<file path="src/rtl/pipeline_param_v.sv">
// pipeline_param_v: parametrised ID/EX/WB ALU pipeline with valid/ready
// issue, full EX->ID and WB->ID forwarding and an optional iterative MUL.
// Ports: clk, rst (sync, active high), __START__ (global step enable),
// inst/inst_valid/inst_ready (issue handshake), busy (MUL in progress),
// dummy_read_rf/dummy_rf_data (combinational register-file debug read).
// Macro PIPE_MUL_EN: op 111 becomes a DW-cycle shift-add multiply that
// stalls issue; when undefined op 111 is a NOP and busy is tied low.
module pipeline_param_v #(
  parameter  int DW   = 8,
  parameter  int NREG = 4,
  localparam int RW   = $clog2(NREG),
  localparam int IW   = 3 + 3*RW
) (
  input  logic          clk,
  input  logic          rst,
  input  logic          __START__,
  input  logic [IW-1:0] inst,
  input  logic          inst_valid,
  output logic          inst_ready,
  output logic          busy,
  input  logic [RW-1:0] dummy_read_rf,
  output logic [DW-1:0] dummy_rf_data
);

  typedef enum logic [2:0] {
    OP_NOP = 3'd0,
    OP_ADD = 3'd1,
    OP_SUB = 3'd2,
    OP_AND = 3'd3,
    OP_OR  = 3'd4,
    OP_XOR = 3'd5,
    OP_LI  = 3'd6,
    OP_MUL = 3'd7
  } op_e;

  logic [DW-1:0]   registers [NREG];

  op_e             id_op;
  logic [RW-1:0]   id_rs1;
  logic [RW-1:0]   id_rs2;
  logic [RW-1:0]   id_rd;
  logic [2*RW-1:0] id_imm;
  logic            id_wen;
  logic [DW-1:0]   opa;
  logic [DW-1:0]   opb;

  op_e             id_ex_op;
  logic [DW-1:0]   id_ex_a;
  logic [DW-1:0]   id_ex_b;
  logic [RW-1:0]   id_ex_rd;
  logic            id_ex_wen;

  logic [DW-1:0]   ex_res;
  logic [DW-1:0]   mul_res;
  logic            ex_fwd;

  logic [DW-1:0]   ex_wb_val;
  logic [RW-1:0]   ex_wb_rd;
  logic            ex_wb_wen;

  assign id_op  = op_e'(inst[IW-1 -: 3]);
  assign id_rs1 = inst[3*RW-1 -: RW];
  assign id_rs2 = inst[2*RW-1 -: RW];
  assign id_rd  = inst[RW-1:0];
  assign id_imm = {id_rs1, id_rs2};

`ifdef PIPE_MUL_EN
  assign id_wen = (id_op != OP_NOP);
`else
  assign id_wen = (id_op != OP_NOP) && (id_op != OP_MUL);
`endif

  // EX result only counts once it is final (MUL on its last cycle)
  assign ex_fwd = id_ex_wen && !busy;

  // EX beats WB beats the register file
  always_comb begin
    opa = registers[id_rs1];
    opb = registers[id_rs2];
    if (ex_wb_wen && ex_wb_rd == id_rs1) opa = ex_wb_val;
    if (ex_wb_wen && ex_wb_rd == id_rs2) opb = ex_wb_val;
    if (ex_fwd && id_ex_rd == id_rs1) opa = ex_res;
    if (ex_fwd && id_ex_rd == id_rs2) opb = ex_res;
  end

  always_comb begin
    ex_res = '0;
    case (id_ex_op)
      OP_ADD:  ex_res = id_ex_a + id_ex_b;
      OP_SUB:  ex_res = id_ex_a - id_ex_b;
      OP_AND:  ex_res = id_ex_a & id_ex_b;
      OP_OR:   ex_res = id_ex_a | id_ex_b;
      OP_XOR:  ex_res = id_ex_a ^ id_ex_b;
      OP_LI:   ex_res = id_ex_a;
      OP_MUL:  ex_res = mul_res;
      default: ex_res = '0;
    endcase
  end

`ifdef PIPE_MUL_EN
  localparam int CW = $clog2(DW);
  localparam logic [CW-1:0] LAST = CW'(DW-1);

  logic [CW-1:0] cnt;
  logic [DW-1:0] acc;
  logic [DW-1:0] term;
  logic          mul_act;

  assign mul_act = id_ex_wen && (id_ex_op == OP_MUL);
  assign term    = id_ex_b[cnt] ? (id_ex_a << cnt) : '0;
  // last partial product is folded in combinationally on the final cycle
  assign mul_res = acc + term;
  assign busy    = mul_act && (cnt != LAST);

  always_ff @(posedge clk) begin
    if (rst) begin
      cnt <= '0;
      acc <= '0;
    end else if (__START__) begin
      if (busy) begin
        cnt <= cnt + 1'b1;
        acc <= mul_res;
      end else begin
        cnt <= '0;
        acc <= '0;
      end
    end
  end
`else
  assign busy    = 1'b0;
  assign mul_res = '0;
`endif

  assign inst_ready    = !rst && __START__ && !busy;
  assign dummy_rf_data = registers[dummy_read_rf];

  always_ff @(posedge clk) begin
    if (rst) begin
      for (int i = 0; i < NREG; i++) registers[i] <= '0;
      id_ex_op  <= OP_NOP;
      id_ex_a   <= '0;
      id_ex_b   <= '0;
      id_ex_rd  <= '0;
      id_ex_wen <= 1'b0;
      ex_wb_val <= '0;
      ex_wb_rd  <= '0;
      ex_wb_wen <= 1'b0;
    end else if (__START__) begin
      if (ex_wb_wen) registers[ex_wb_rd] <= ex_wb_val;
      if (busy) begin
        ex_wb_wen <= 1'b0;
      end else begin
        ex_wb_val <= ex_res;
        ex_wb_rd  <= id_ex_rd;
        ex_wb_wen <= id_ex_wen;
        id_ex_op  <= inst_valid ? id_op : OP_NOP;
        id_ex_wen <= inst_valid && id_wen;
        id_ex_a   <= (id_op == OP_LI) ? DW'(id_imm) : opa;
        id_ex_b   <= opb;
        id_ex_rd  <= id_rd;
      end
    end
  end

endmodule

</file>
<file path="config.mk">
export PLATFORM = sky130hd
export DESIGN_NAME = pipeline_param_v
export DESIGN_NICKNAME = d
export VERILOG_FILES = /design/src/rtl/pipeline_param_v.sv
export SDC_FILE = /design/constraint.sdc
export NUM_CORES = 1
export LEC_CHECK = 0
export BUFFER_PORTS_ARGS = -buffer_cell sky130_fd_sc_hd__buf_2
export CORE_MARGIN = 3
export CORE_UTILIZATION = 30
export DETAILED_ROUTE_END_ITERATION = 10
export SLEW_MARGIN = 10
export SYNTH_ARGS = -nofsm -noshare
export SYNTH_HDL_FRONTEND = slang
export SYNTH_SLANG_ARGS = --single-unit
</file>
<file path="constraint.sdc">
create_clock -name clk -period 5.1 [get_ports clk]
set_clock_uncertainty 0.15 [all_clocks]
set_input_delay 0.255 -clock clk [delete_from_list [all_inputs] [get_ports clk]]
set_output_delay 0.255 -clock clk [all_outputs]
set_load 0.1 [all_outputs]
</file>
**Word-level counts from Yosys, hierarchy flattened**

Memories as Yosys holds them, arrays and structs flattened.
Cells that the tools add are included.

- Add/subtract/negate cells: 2
- Equality and inequality tests: 12
- Muxes and demuxes: 16
- Bitwise operators: 3
- Reductions and logical operators: 10

Operator list:

| kind | number |
|---|---|
| two-way mux 8 bit | 6 |
| case mux 8 bit (6 select lines) | 1 |
| equality test 3 bit (second input constant) | 4 |
| adder 8 bit | 1 |
| AND 8 bit | 1 |
| equality test 2 bit | 4 |
| OR 8 bit | 1 |
| OR reduction 8 bit | 1 |
| subtractor 8 bit | 1 |
| XOR 8 bit | 1 |
| logical AND 1 bit | 7 |
| two-way mux 1 bit | 7 |
| equality test 3 x 2 -> 1 bit (second input constant) | 2 |
| equality test 3 x 1 -> 1 bit (second input constant) | 1 |
| two-way mux 3 bit | 1 |
| != test 3 bit (second input constant) | 1 |
| nonzero test 3 bit | 1 |
| two-way mux 2 bit | 1 |
| zero test 1 bit | 1 |

- Flip-flop bits (word level): 33
- RAM bits: 32
- Input bits: 15
- Output and inout port bits: 10
- Logic and storage cells: 52
- Memories kept: 1

Memories:

| memory | depth | width | read ports | clocked after memory_dff | wr ports | line | source |
|---|---|---|---|---|---|---|---|
| registers | 4 | 8 | 3 | 0 | 4 | 36 | `logic [DW-1:0] registers [NREG];` |

**Logic depth before layout (Yosys ltp)**

- Word-level depth: 6
- Mapped depth: 13
- Depth with buffers taken out: 13

**Worst setup path after synthesis**

OpenSTA, ideal clock, no wires.

- Path kind: reg2reg
- Start: reg id_ex_op[1]
- End: reg id_ex_b[5]
- Setup time: 0.087 ns
- Arrival time: 2.556 ns
- Required time: 4.863 ns
- Path slack: 2.307 ns
- Stages on the path, launching flop included: 12
- Path buffers: 0
- Period minus slack after synthesis: 2.793 ns
- Cell sequence: dfxtp_1 nor3b_4 mux2_2 inv_1 ha_1 nor2b_1 o31a_1 o21a_1 o21a_1 o31ai_1 o211ai_1 o31ai_1

- Word-level cells in the longest chain between the ends: 3
- Elaborated cells between the ends (all ways): 8
- Those cells by class: eq/ne: 6; mux: 2

Ends and longest elaborated chain:

| item | line | source |
|---|---|---|
| start, declared | 47 | `op_e id_ex_op;` |
| start signal, assigned | 156 | `id_ex_op <= inst_valid ? id_op : OP_NOP;` |
| equality test 3 bit, or another cell as far along | 88 | `case (id_ex_op)` |
| case mux 8 bit (6 select lines) (*) | 88 |  |
| two-way mux 8 bit (*) | 83 | `if (ex_fwd && id_ex_rd == id_rs2) opb = ex_res;` |
| end signal, assigned | 159 | `id_ex_b <= opb;` |
| end, declared | 49 | `logic [DW-1:0] id_ex_b;` |

Every way passes the cells marked *; elsewhere a longest branch is shown, timed or not.
A chain may end at the register's enable or synchronous reset.

**Worst setup path after layout**

Same ends and word-level chain as after synthesis.

==> metrics.md <==
| Metric | Value |
|---|---|
| Clock tree buffer depth | 2 |
| # fillers | 1,430 |
| Max Clk Rate | 0.293 GHz |
| Total CTS buffers | 9 |
| Starting Density | 30.7% |
| Die W | roughly 130 um |
| Vias | 3,211 |
| Slowest stage delay, CP | 0.60 ns |
| CTS clock-pin slew for the worst setup and hold paths | 0.06 ns |
| Peak supply drop | 0.205 mV |
| Min-Delay Path Class | input pin to flop |
| Leak | just under 2 nW |
| Dpl hpwl | 7830 um |
| Met3 wire length | 435 um |
| Syn Inst Count | 425 |
| Total track usage | 13.4% |
| GPL Wtd Cong | a little under 0.8 |
| Final hold violations | 0 |
| RSZ-0062 raised after global routing | false |
| Multi-input logic area | 2670 um2 |
| Critical path origin | id_ex_op[1] |
| Final #Nets | roughly 480 |
| Largest net degree at the start of global routing | 46 |
| 1st-pass router iterations | 4 |
| DR WL met2 | 5100 um |
| Final min period | about 3.4 ns |
| Maximum capacitance violations | 0 |
| Placed inst area | 4730 um2 |
| TritonCTS clock tree | built |
| Post-Route Utilization | 34.4% |
| Synth Warn # | 0 |
| Worst slew pin tran | 0.948 ns |
| GR Overflow Total | 0 |
| Slew Limit Headroom | 36.3% |
| Worst Setup Path Type | flop to flop |
| Max-slew violation count | 0 |
| Multiplexer area fraction after synthesis | between 20% and 30% |
| EDFF count, synth | 32 |
| Storage cell area | 1620 um2 |
| Design internal power | 1.07 mW |
| Synthesized area per cell | about 11 um2 |
| Vias in the first global route | 3,274 |
| Die Height | 128 um |
| Top post-synthesis cells by count | nor2_1, dfxtp_1, and2_1, edfxtp_1, mux4_2 |
| Register bit count reported by yosys | 65 |
| Ys async rst share | 0% |
| Combinational share of power | 20.9% |
| Std-Cell Rows | 44 |
| # clock sinks | 65 |
| Wl on met1 | 4890 um |
| Crit-path max FO | 15 |
| Required @ worst endpoint | between 5 and 6 ns |
| Placed Cells | 611 |
| Simple-gate portion of the synthesized area | ~15% |
| Status | complete, no violations |
| Slowest stage cell, crit path | dfxtp_1 |
| IO buf count | 23 |
| Clock Latency Late Sink | roughly 0.33 ns |
| DRC | 0 |
| Final instance area | between 5000 and 6000 um2 |
| Final Cycle Share | 66.8% |
| CP startpoint kind | flop |
| Post-CTS sizing | 0 |
| Setup bufs post-CTS | 0 |
| Sequential power share | 39.8% |
| Syn Nets | about 470 |
| Register area share after synthesis | 36.2% |
| Crit end category | flop |
| Count of final setup violators | 0 |
| Ys flop type | dfxtp_1 |
| Vias per inst | 5.12 |
| First-pass GRT wire length | ~17,000 um |
| Area leader, netlist | edfxtp_1 |
| Routed wire length | roughly 11,000 um |
| Hold_buf cts | 0 |
| Switch share | 29.2% |
| Largest family of logic cells by synthesized area | multiplexers |
| Highest metal used | met4 |
| Post-synth top area share | 21.5% |
| Final TNS setup | 0 ns |
| Iter 0 DRT Violations | about 160 |
| Worst Hold Launch | inst[0] |
| Routed Antenna Nets | 0 |
| Final Non-Filler Cells | 627 |
| Die ar. | 16,400 um2 |
| Initial antenna violation count | 0 |
| H-Tree Depth | 3 |
| Io pins | 25 |
| Switch Pwr | approximately 0.44 mW |
| DR WL/cell | approximately 17 um |
| FF-to-FF Start | id_ex_op[1] |
| Clock power frac | 39.3% |
| Root cell of the clock tree | clkbuf_16 |
| Cells along the critical path | nor3b_4 > mux2_2 > inv_1 > ha_1 > nor2b_1 > o31a_1 > o21a_1 > o21a_1 > o31ai_1 > o211ai_1 > o31ai_1 |
| Cell Area, Synth | 4480 um2 |
| Layout cells sized above 1 | 19.0% |
| Synth top area cells | edfxtp_1, dfxtp_1, mux4_2 |
| Synth Area in XOR/XNOR | 3.32% |
| Synth Area in Compound Gates | 13.2% |
| PD cells | 302 nW/um2 |
| Synth Area in Adders | about 7.2% |
| Unique masters post-synth | 54 |
| Core area | approximately 15,000 um2 |
| WP data arrival | 3.50 ns |
| Inserted Diodes | 0 |
| Final Power | 1.52 mW |
| Count leader, synth | nor2_1 |
| Area Growth Syn to Fin | 12.1% |
==> placed cells by master (no fill, tap or decap), types with 6 or more instances in the layout <==
cell type   n
nor3_1      7
nor2_1     35
and2_1     32
xnor2_1    16
clkbuf_16   9
a21oi_1    10
mux4_2     25
a211oi_1   11
nand3_1     6
o21a_1      8
inv_1      21
mux2_2      9
buf_2      23
a22o_1      8
o21ai_0    13
nand2_1    24
o21ai_1     9
ha_1       24
nand2b_1    8
dfxtp_1    33
mux2i_1    23
edfxtp_1   32
==> cell type report <==
| class | instances | share of cell area (%) |
|---|---|---|
| flip-flops and latches | 65 | 32.3 |
| well taps | 184 | 4.59 |
| inverters | 21 | 1.57 |
| clock inverters | 7 | 1.22 |
| clock buffers | 9 | 4.49 |
| multi-input cells | 315 | 53.1 |
| repair buffers | 26 | 2.74 |
==> path summary, 6_finish.rpt <==
| kind | endpoint | slack (ns) | depth (start not counted) |
|---|---|---|---|
| worst min register to register | ex_fwd | 0.37 | 2 |
| worst max register to register | id_ex_b[5] | 1.69 | 11 |
| worst max-delay path | id_ex_b[5] | 1.69 | 11 |
| worst min-delay path | id_ex_rd[0] | 0.008 | 3 |
==> power by group through the flow <==
| stage | Sequential, mW | Combinational [mW] | Clock (mW) |
|---|---|---|---|
| global placement | 0.612 | 0.312 | 0 |
| global route | 0.608 | 0.349 | 0.632 |
| finish | 0.603 | 0.316 | 0.596 |
| floorplan | 0.600 | 0.263 | 0 |
| CTS | 0.603 | 0.318 | 0.605 |
| detailed placement | 0.614 | 0.316 | 0 |
==> sequential cells by signal, indices dropped and copies added, names as in the netlist <==
signal     flops
ex_fwd         1
ex_wb_rd       2
ex_wb_val      8
ex_wb_wen      1
id_ex_a        8
id_ex_b        8
id_ex_op       3
id_ex_rd       2
registers     32
==> metrics by stage <==
stage          hold slack, ns  worst slack [ns]
2_1_floorplan           0.252              2.31
3_3_place_gp            0.342              1.78
3_5_place_dp            0.350              1.73
4_1_cts               0.00562              1.68
5_1_grt                0.0302              1.41
6_report              0.00789              1.69
==> routing by layer <==
layer	vias to the layer above	GRT usage [%]
met1	1551	17.3
li1	1581	-
met4	0	4.43
met3	13	2.67
met5	-	0
met2	66	22.5
==> cell families (layout without fill, tap and decap cells) <==
kind of cell    after synthesis  after routing
fa+ha+maj                    25             25
other cells                   1              1
flops                        65             65
simple gates                131            131
xor+xnor                     17             17
compound gates               83             83
buf+inv                      45             63
mux                          58             58
==> worst max-delay path, delay by kind of cell, from the launching register on <==
kind | cells | cell delay, ns
compound gates | 6 | 1.32
flops | 1 | 0.60
simple gates | 2 | 0.55
mux | 1 | 0.41
fa+ha+maj | 1 | 0.22
buf+inv | 1 | 0.07
Power figures use the tool's default switching activity.
